## src/rtl/clk_div_pkg.sv

```systemverilog
// Shared definitions for the programmable clock divider.
//   CNT_W_DEF   : default counter/divisor width
//   DEF_DIV_DEF : default divisor loaded at reset
//   div_cfg_t   : divisor/high-time pair, held at CFG_W bits
//   clamp_cfg() : sanitises a requested (div, hi) pair so that the divided
//                 clock always toggles: div >= 2 and 1 <= hi <= div-1.
package clk_div_pkg;

  localparam int CNT_W_DEF   = 16;
  localparam int DEF_DIV_DEF = 10;

  // Working width of the clamp. Channels zero-extend into it, so CNT_W must
  // not exceed it.
  localparam int CFG_W = 32;

  typedef struct packed {
    logic [CFG_W-1:0] div;
    logic [CFG_W-1:0] hi;
  } div_cfg_t;

  // The high time is clamped against the already-clamped divisor.
  function automatic div_cfg_t clamp_cfg(input logic [CFG_W-1:0] div,
                                         input logic [CFG_W-1:0] hi);
    div_cfg_t r;
    r.div = (div < CFG_W'(2)) ? CFG_W'(2) : div;
    r.hi  = (hi == '0) ? CFG_W'(1) : hi;
    if (r.hi >= r.div) begin
      r.hi = r.div - CFG_W'(1);
    end
    return r;
  endfunction

endpackage

```

## src/rtl/clk_div_ch.sv

```systemverilog
// One divider channel: counter, active/shadow settings, pending flag and the
// registered divided clock plus period-start tick.
//   clk_i     : system clock, rising edge
//   rst_ni    : async active-low reset
//   en_i      : channel enable (level)
//   load_i    : 1-cycle strobe, capture div_i/hi_i into the shadow
//   div_i     : requested divisor
//   hi_i      : requested high time in clk_i cycles
//   clk_o     : divided clock, registered
//   tick_o    : 1-cycle pulse coincident with each clk_o rise
//   pending_o : captured settings not yet active
module clk_div_ch
  import clk_div_pkg::*;
#(
  parameter int CNT_W   = CNT_W_DEF,
  parameter int DEF_DIV = DEF_DIV_DEF
) (
  input  logic             clk_i,
  input  logic             rst_ni,
  input  logic             en_i,
  input  logic             load_i,
  input  logic [CNT_W-1:0] div_i,
  input  logic [CNT_W-1:0] hi_i,
  output logic             clk_o,
  output logic             tick_o,
  output logic             pending_o
);

  localparam logic [CNT_W-1:0] RST_DIV = CNT_W'(DEF_DIV);
  localparam logic [CNT_W-1:0] RST_HI  = CNT_W'(DEF_DIV / 2);

  logic [CNT_W-1:0] adiv_q, adiv_d;
  logic [CNT_W-1:0] ahi_q, ahi_d;
  logic [CNT_W-1:0] sdiv_q, sdiv_d;
  logic [CNT_W-1:0] shi_q, shi_d;
  logic [CNT_W-1:0] cnt_q, cnt_d;
  logic             pend_q, pend_d;
  logic             clk_q, clk_d;
  logic             tick_q, tick_d;

  div_cfg_t         cap;
  logic [CNT_W-1:0] cap_div;
  logic [CNT_W-1:0] cap_hi;
  logic             wrap;
  logic             apply;

  always_comb begin
    cap     = clamp_cfg(CFG_W'(div_i), CFG_W'(hi_i));
    cap_div = CNT_W'(cap.div);
    cap_hi  = CNT_W'(cap.hi);
  end

  // Settings only change at a period boundary or while the channel is idle,
  // which is what keeps reprogramming glitch-free.
  assign wrap  = (cnt_q == adiv_q - CNT_W'(1));
  assign apply = !en_i || wrap;

  always_comb begin
    sdiv_d = sdiv_q;
    shi_d  = shi_q;
    adiv_d = adiv_q;
    ahi_d  = ahi_q;
    pend_d = pend_q;
    cnt_d  = cnt_q;
    clk_d  = 1'b0;
    tick_d = 1'b0;

    if (load_i) begin
      sdiv_d = cap_div;
      shi_d  = cap_hi;
      pend_d = 1'b1;
    end

    // Uses the post-load shadow so a load on the apply edge takes effect
    // immediately and never leaves pending set.
    if (apply) begin
      adiv_d = sdiv_d;
      ahi_d  = shi_d;
      pend_d = 1'b0;
    end

    if (en_i) begin
      cnt_d  = wrap ? '0 : cnt_q + CNT_W'(1);
      clk_d  = (cnt_d < ahi_d);
      tick_d = (cnt_d == '0);
    end else begin
      // Park one before wrap so the first enabled edge starts a full period.
      cnt_d = adiv_d - CNT_W'(1);
    end
  end

  always_ff @(posedge clk_i or negedge rst_ni) begin
    if (!rst_ni) begin
      adiv_q <= RST_DIV;
      ahi_q  <= RST_HI;
      sdiv_q <= RST_DIV;
      shi_q  <= RST_HI;
      cnt_q  <= RST_DIV - CNT_W'(1);
      pend_q <= 1'b0;
      clk_q  <= 1'b0;
      tick_q <= 1'b0;
    end else begin
      adiv_q <= adiv_d;
      ahi_q  <= ahi_d;
      sdiv_q <= sdiv_d;
      shi_q  <= shi_d;
      cnt_q  <= cnt_d;
      pend_q <= pend_d;
      clk_q  <= clk_d;
      tick_q <= tick_d;
    end
  end

  assign clk_o     = clk_q;
  assign tick_o    = tick_q;
  assign pending_o = pend_q;

endmodule

```

## src/rtl/clk_div_prog.sv

```systemverilog
// Multi-channel runtime-programmable clock divider. Each channel is an
// independent clk_div_ch; this level only unpacks the per-channel buses.
//   clk_in  : system clock, rising edge
//   reset_n : async active-low reset
//   en      : per-channel enable
//   load    : per-channel capture strobe for div_val/hi_val
//   div_val : divisors, channel c at [c*CNT_W +: CNT_W]
//   hi_val  : high times, same packing
//   clk_out : divided clocks, registered
//   tick    : period-start pulses
//   pending : per-channel captured-but-not-active flag
module clk_div_prog
  import clk_div_pkg::*;
#(
  parameter int N_CH    = 4,
  parameter int CNT_W   = CNT_W_DEF,
  parameter int DEF_DIV = DEF_DIV_DEF
) (
  input  logic                  clk_in,
  input  logic                  reset_n,
  input  logic [N_CH-1:0]       en,
  input  logic [N_CH-1:0]       load,
  input  logic [N_CH*CNT_W-1:0] div_val,
  input  logic [N_CH*CNT_W-1:0] hi_val,
  output logic [N_CH-1:0]       clk_out,
  output logic [N_CH-1:0]       tick,
  output logic [N_CH-1:0]       pending
);

  for (genvar c = 0; c < N_CH; c++) begin : g_ch
    clk_div_ch #(
      .CNT_W   (CNT_W),
      .DEF_DIV (DEF_DIV)
    ) u_ch (
      .clk_i     (clk_in),
      .rst_ni    (reset_n),
      .en_i      (en[c]),
      .load_i    (load[c]),
      .div_i     (div_val[c*CNT_W +: CNT_W]),
      .hi_i      (hi_val[c*CNT_W +: CNT_W]),
      .clk_o     (clk_out[c]),
      .tick_o    (tick[c]),
      .pending_o (pending[c])
    );
  end

endmodule

```

## config.mk

```make
export PLATFORM = sky130hd
export DESIGN_NAME = clk_div_prog
export DESIGN_NICKNAME = d
export VERILOG_FILES = /design/src/rtl/clk_div_pkg.sv /design/src/rtl/clk_div_ch.sv /design/src/rtl/clk_div_prog.sv
export SDC_FILE = /design/constraint.sdc
export NUM_CORES = 1
export LEC_CHECK = 0
export CAP_MARGIN = 5
export CORE_ASPECT_RATIO = 2
export CORE_MARGIN = 5
export CORE_UTILIZATION = 60
export DETAILED_ROUTE_END_ITERATION = 7
export PLACE_DENSITY = 0.81
export SLEW_MARGIN = 25
export SYNTH_ARGS = -nofsm -noshare
export SYNTH_HDL_FRONTEND = slang
export SYNTH_SLANG_ARGS = --single-unit
```

## constraint.sdc

```tcl
create_clock -name clk_in -period 6.4 [get_ports clk_in]
set_input_delay 1.28 -clock clk_in [delete_from_list [all_inputs] [get_ports clk_in]]
set_output_delay 1.28 -clock clk_in [all_outputs]
set_load 0.02 [all_outputs]
```

==> flow_summary.yaml <==
cells_and_area:
  fin_cells: 3047
  seq_area_um2: 8360
  n_fill_cell: 2920
  multi_input_area_um2: 12900
  antenna_cells: 0
  utilization_pct: 69.3
  synthToLayoutAreaGrowth_pct: 14.3
  nNetsFinal: 2845
  layout-drive-gt1-share_pct: 15.0
power:
  p_per_area_nw_per_um2: 249
  p_leak_nw: 11.3
  ir_drop_v: 0.000253
timing:
  whs_ps: 489
  setup_viol: 0
  slew_headroom_pct: 29.7
  finalHoldViolCount: 0
  skew_ps: 15.4
  tightest_slew_ps: 1050
  fmaxAchievable_mhz: 162
  fin_crit_ps: 6170
  final_max_slew_viol_count: 0
  fin_crit_sh_pct: 96.4
place:
  gp_congestion: 0.951
  dp.cells: 2991
  io_buffer_count: 149
  hpwl_um: 47400
logic_synthesis:
  yosysWarnings: 0
  synth_top_cell_by_area: "dfrtp_1"
  syn_avg_cell_area_um2: 9.17
  ys_ff_latch: 332
  ys_seq_area_share_pct: 37.1
  async_flop_share_pct: 100
  yosys-top-cells-area: "dfrtp_1 (32%), ha_1 (7.8%), mux2_2 (6.9%)"
  synth_edf_count: 0
  syn-instance-count: 2457
  synth_top_area_share_pct: 32.4
  ys_types: 80
  synth_area_um2: 22500
  synthFlopType: "dfrtp_1"
  synthesis.nets: 2735
setup_path:
  r2r-start: "g_ch[0].u_ch.adiv_q[4]"
  critical_path_required_ps: 6890
  cp.arrival_ps: 6660
  reg2reg_slack_ps: 1090
  path_max_fanout: 4
  reg2reg_depth: 16
  endpoint_kind: "flip-flop"
  reg2reg_to: "g_ch[0].u_ch.clk_o"
  startpoint_type: "primary input"
  worstSetupPathType: "in2reg"
drt:
  routed.top_layer: "met4"
  vias: 18700
  drtIter0Drc: 1104
  viasPerCell: 6.14
  antenna_left: 0
  met2WireLength_um: 32700
  routed_wl_um: 61000
  wl_met3_um: 2630
  route.detailed.drc: 0
  drt-met1-wl_um: 21400
  wl_per_cell_um: 20.0
  dr.pass1.iters: 6
clock_network:
  clock_path_buffers: 3
  cts_tree: "done"
  root_buffer: "clkbuf_16"
  cts_buffers: 29
  htreeDepth: 1
  holdBufCountCts: 0
  clock_latency_ps: 580
  cts_num_sinks: 332
  clkTransAtPathRegs_ps: 70
floorplan:
  die_area_um2: 41800
  pin_count: 150
  dieWidth_um: 147
  coreArea_um2: 37200
  start_util_pct: 60.6
  die_y_um: 284
  rows: 100
worst_hold_path:
  holdPathStages: 2
  whs_endpoint: "g_ch[3].u_ch.ahi_q[3]"
  hold_path.startpoint: "g_ch[3].u_ch.ahi_q[3]"
  hold_class: "reg2reg"
global_routing:
  grt_pass1_wl_um: 98100
  globalRouteOverflowTotal: 0
  antenna_found_initial: 0
  grt_max_degree: 130
  gr-usage-all-layers_pct: 28.5
  grt_pass1_vias: 19800
outcome:
  status: "finished clean"
job:
  maxCapViolCount: 0
==> layer usage <==
| metal | up-vias | track usage [%] |
|---|---|---|
| li1 | 8782 | - |
| met1 | 9032 | 29.2 |
| met2 | 639 | 54.6 |
| met3 | 256 | 3.02 |
| met4 | 0 | 17.2 |
| met5 | - | 0 |
==> layout by cell type, fill, tap and decap left out, types with 7 or more instances in the layout <==
master,instances
o22ai_1,7
dfstp_2,40
mux2i_1,109
clkbuf_16,29
clkdlybuf4s50_1,147
mux2_2,138
o2111ai_1,7
or4_1,13
a21o_1,53
clkbuf_8,9
o21a_1,12
inv_1,151
xor2_1,76
xnor2_1,159
nor2b_1,27
nor3_1,71
a211o_1,9
a31oi_1,19
nand2_1,165
nor4_1,54
nand2b_1,17
a211oi_1,10
nand4_1,41
or3_1,13
and3_1,23
o31ai_1,8
nor2_1,225
a41oi_1,7
o21ai_0,121
a21oi_1,100
buf_4,111
dfrtp_1,292
ha_1,140
nand3_1,56
==> repair_timing <==
| item | in CTS | in global routing |
|---|---|---|
| resized for setup | 0 | 19 |
| setup buffers | 0 | 4 |
| setup endpoints to repair | 0 | 2 |
==> layout make-up <==
class,instances,share of cell area (%)
clock buffers,44,3.39
clock inverters,8,0.199
inverters,151,2.20
multi-input cells,1790,50.2
flip-flops and latches,332,32.5
well taps,459,2.23
repair buffers,263,9.27
==> worst max-delay path, stage by stage <==
cell and delay, ps:
clkdlybuf4s50_1 430, or4_4 550, or4_4 450, o31ai_4 270
inv_1 70, ha_1 280, nand2b_1 140, a21o_1 170
a211oi_1 240, o21a_1 220, o21a_1 240, o21ai_0 120
mux2_2 290, mux2i_1 190, ha_1 280, a21o_1 160
a21o_1 170, a21o_1 170, a21o_1 160, a21oi_1 130
nor2b_1 50, o21ai_0 260, nand4b_1 150, a31oi_1 160
==> kinds of logic (layout without fill, tap and decap cells) <==
family	count (synthesis)	after routing	synth area share (%)
AND/OR/NAND/NOR	763	763	16.9
AO/OA/AOI/OAI	402	402	11.2
buffers and inverters	335	466	5.95
flip-flops	332	332	37.1
multiplexers	249	249	11.9
XOR/XNOR	236	236	9.24
adder cells (fa/ha/maj)	140	140	7.78
==> synth_stat cells, drive strengths merged (8+ instances only) <==
library cell / n
nor2: 225
a31oi: 19
xnor2: 159
ha: 140
o21ai: 127
nand3: 56
o31ai: 11
nand2b: 17
a211oi: 11
a21oi: 102
and3: 23
or3: 13
xor2: 76
buf: 42
a21o: 54
o22ai: 8
nand2: 165
or4: 19
mux2: 138
dfstp: 40
nor4: 58
nor2b: 27
nand4: 41
inv: 151
a211o: 9
nor3: 75
dfrtp: 292
o21a: 12
mux2i: 111
clkbuf: 142
==> state kept, by name (all words and copies together) (netlist names) <==
register,count
g_ch.u_ch.tick_o,4
g_ch.u_ch.clk_o,4
g_ch.u_ch.adiv_q,64
g_ch.u_ch.cnt_q,64
g_ch.u_ch.sdiv_q,64
g_ch.u_ch.shi_q,64
g_ch.u_ch.ahi_q,64
g_ch.u_ch.pending_o,4
==> worst max path at each step <==
stage / end / slack [ps] / cells past startpoint / startpoint
after CTS: g_ch[0].u_ch.clk_o / 70 / 26 / div_val[14]
after detailed placement: g_ch[1].u_ch.clk_o / -510 / 27 / div_val[26]
final: g_ch[2].u_ch.clk_o / 230 / 24 / div_val[40]
after global routing: g_ch[1].u_ch.clk_o / -20 / 27 / div_val[26]
after global placement: g_ch[1].u_ch.clk_o / -380 / 27 / div_val[26]
after floorplan: g_ch[2].u_ch.clk_o / 40 / 25 / div_val[40]
==> stage by stage <==
step | power [W] | setup TNS (ps) | setup WS, ps | area, um^2
floorplan | 0.00400 | 0 | 39.6 | 22500
global placement | 0.00457 | -1070 | -376 | 24700
detailed placement | 0.00466 | -1500 | -506 | 24700
CTS | 0.00642 | 0 | 74.5 | 25600
global route | 0.00676 | -21.2 | -21.2 | 25700
finish | 0.00641 | 0 | 229 | 25700
==> power by group <==
group          total [W]  switching, W  internal [W]
Clock            0.00174      0.000799      0.000938
Combinational    0.00194       0.00105      0.000898
Sequential       0.00273      0.000281       0.00244
No activity file was read; power rests on OpenSTA's default activity.
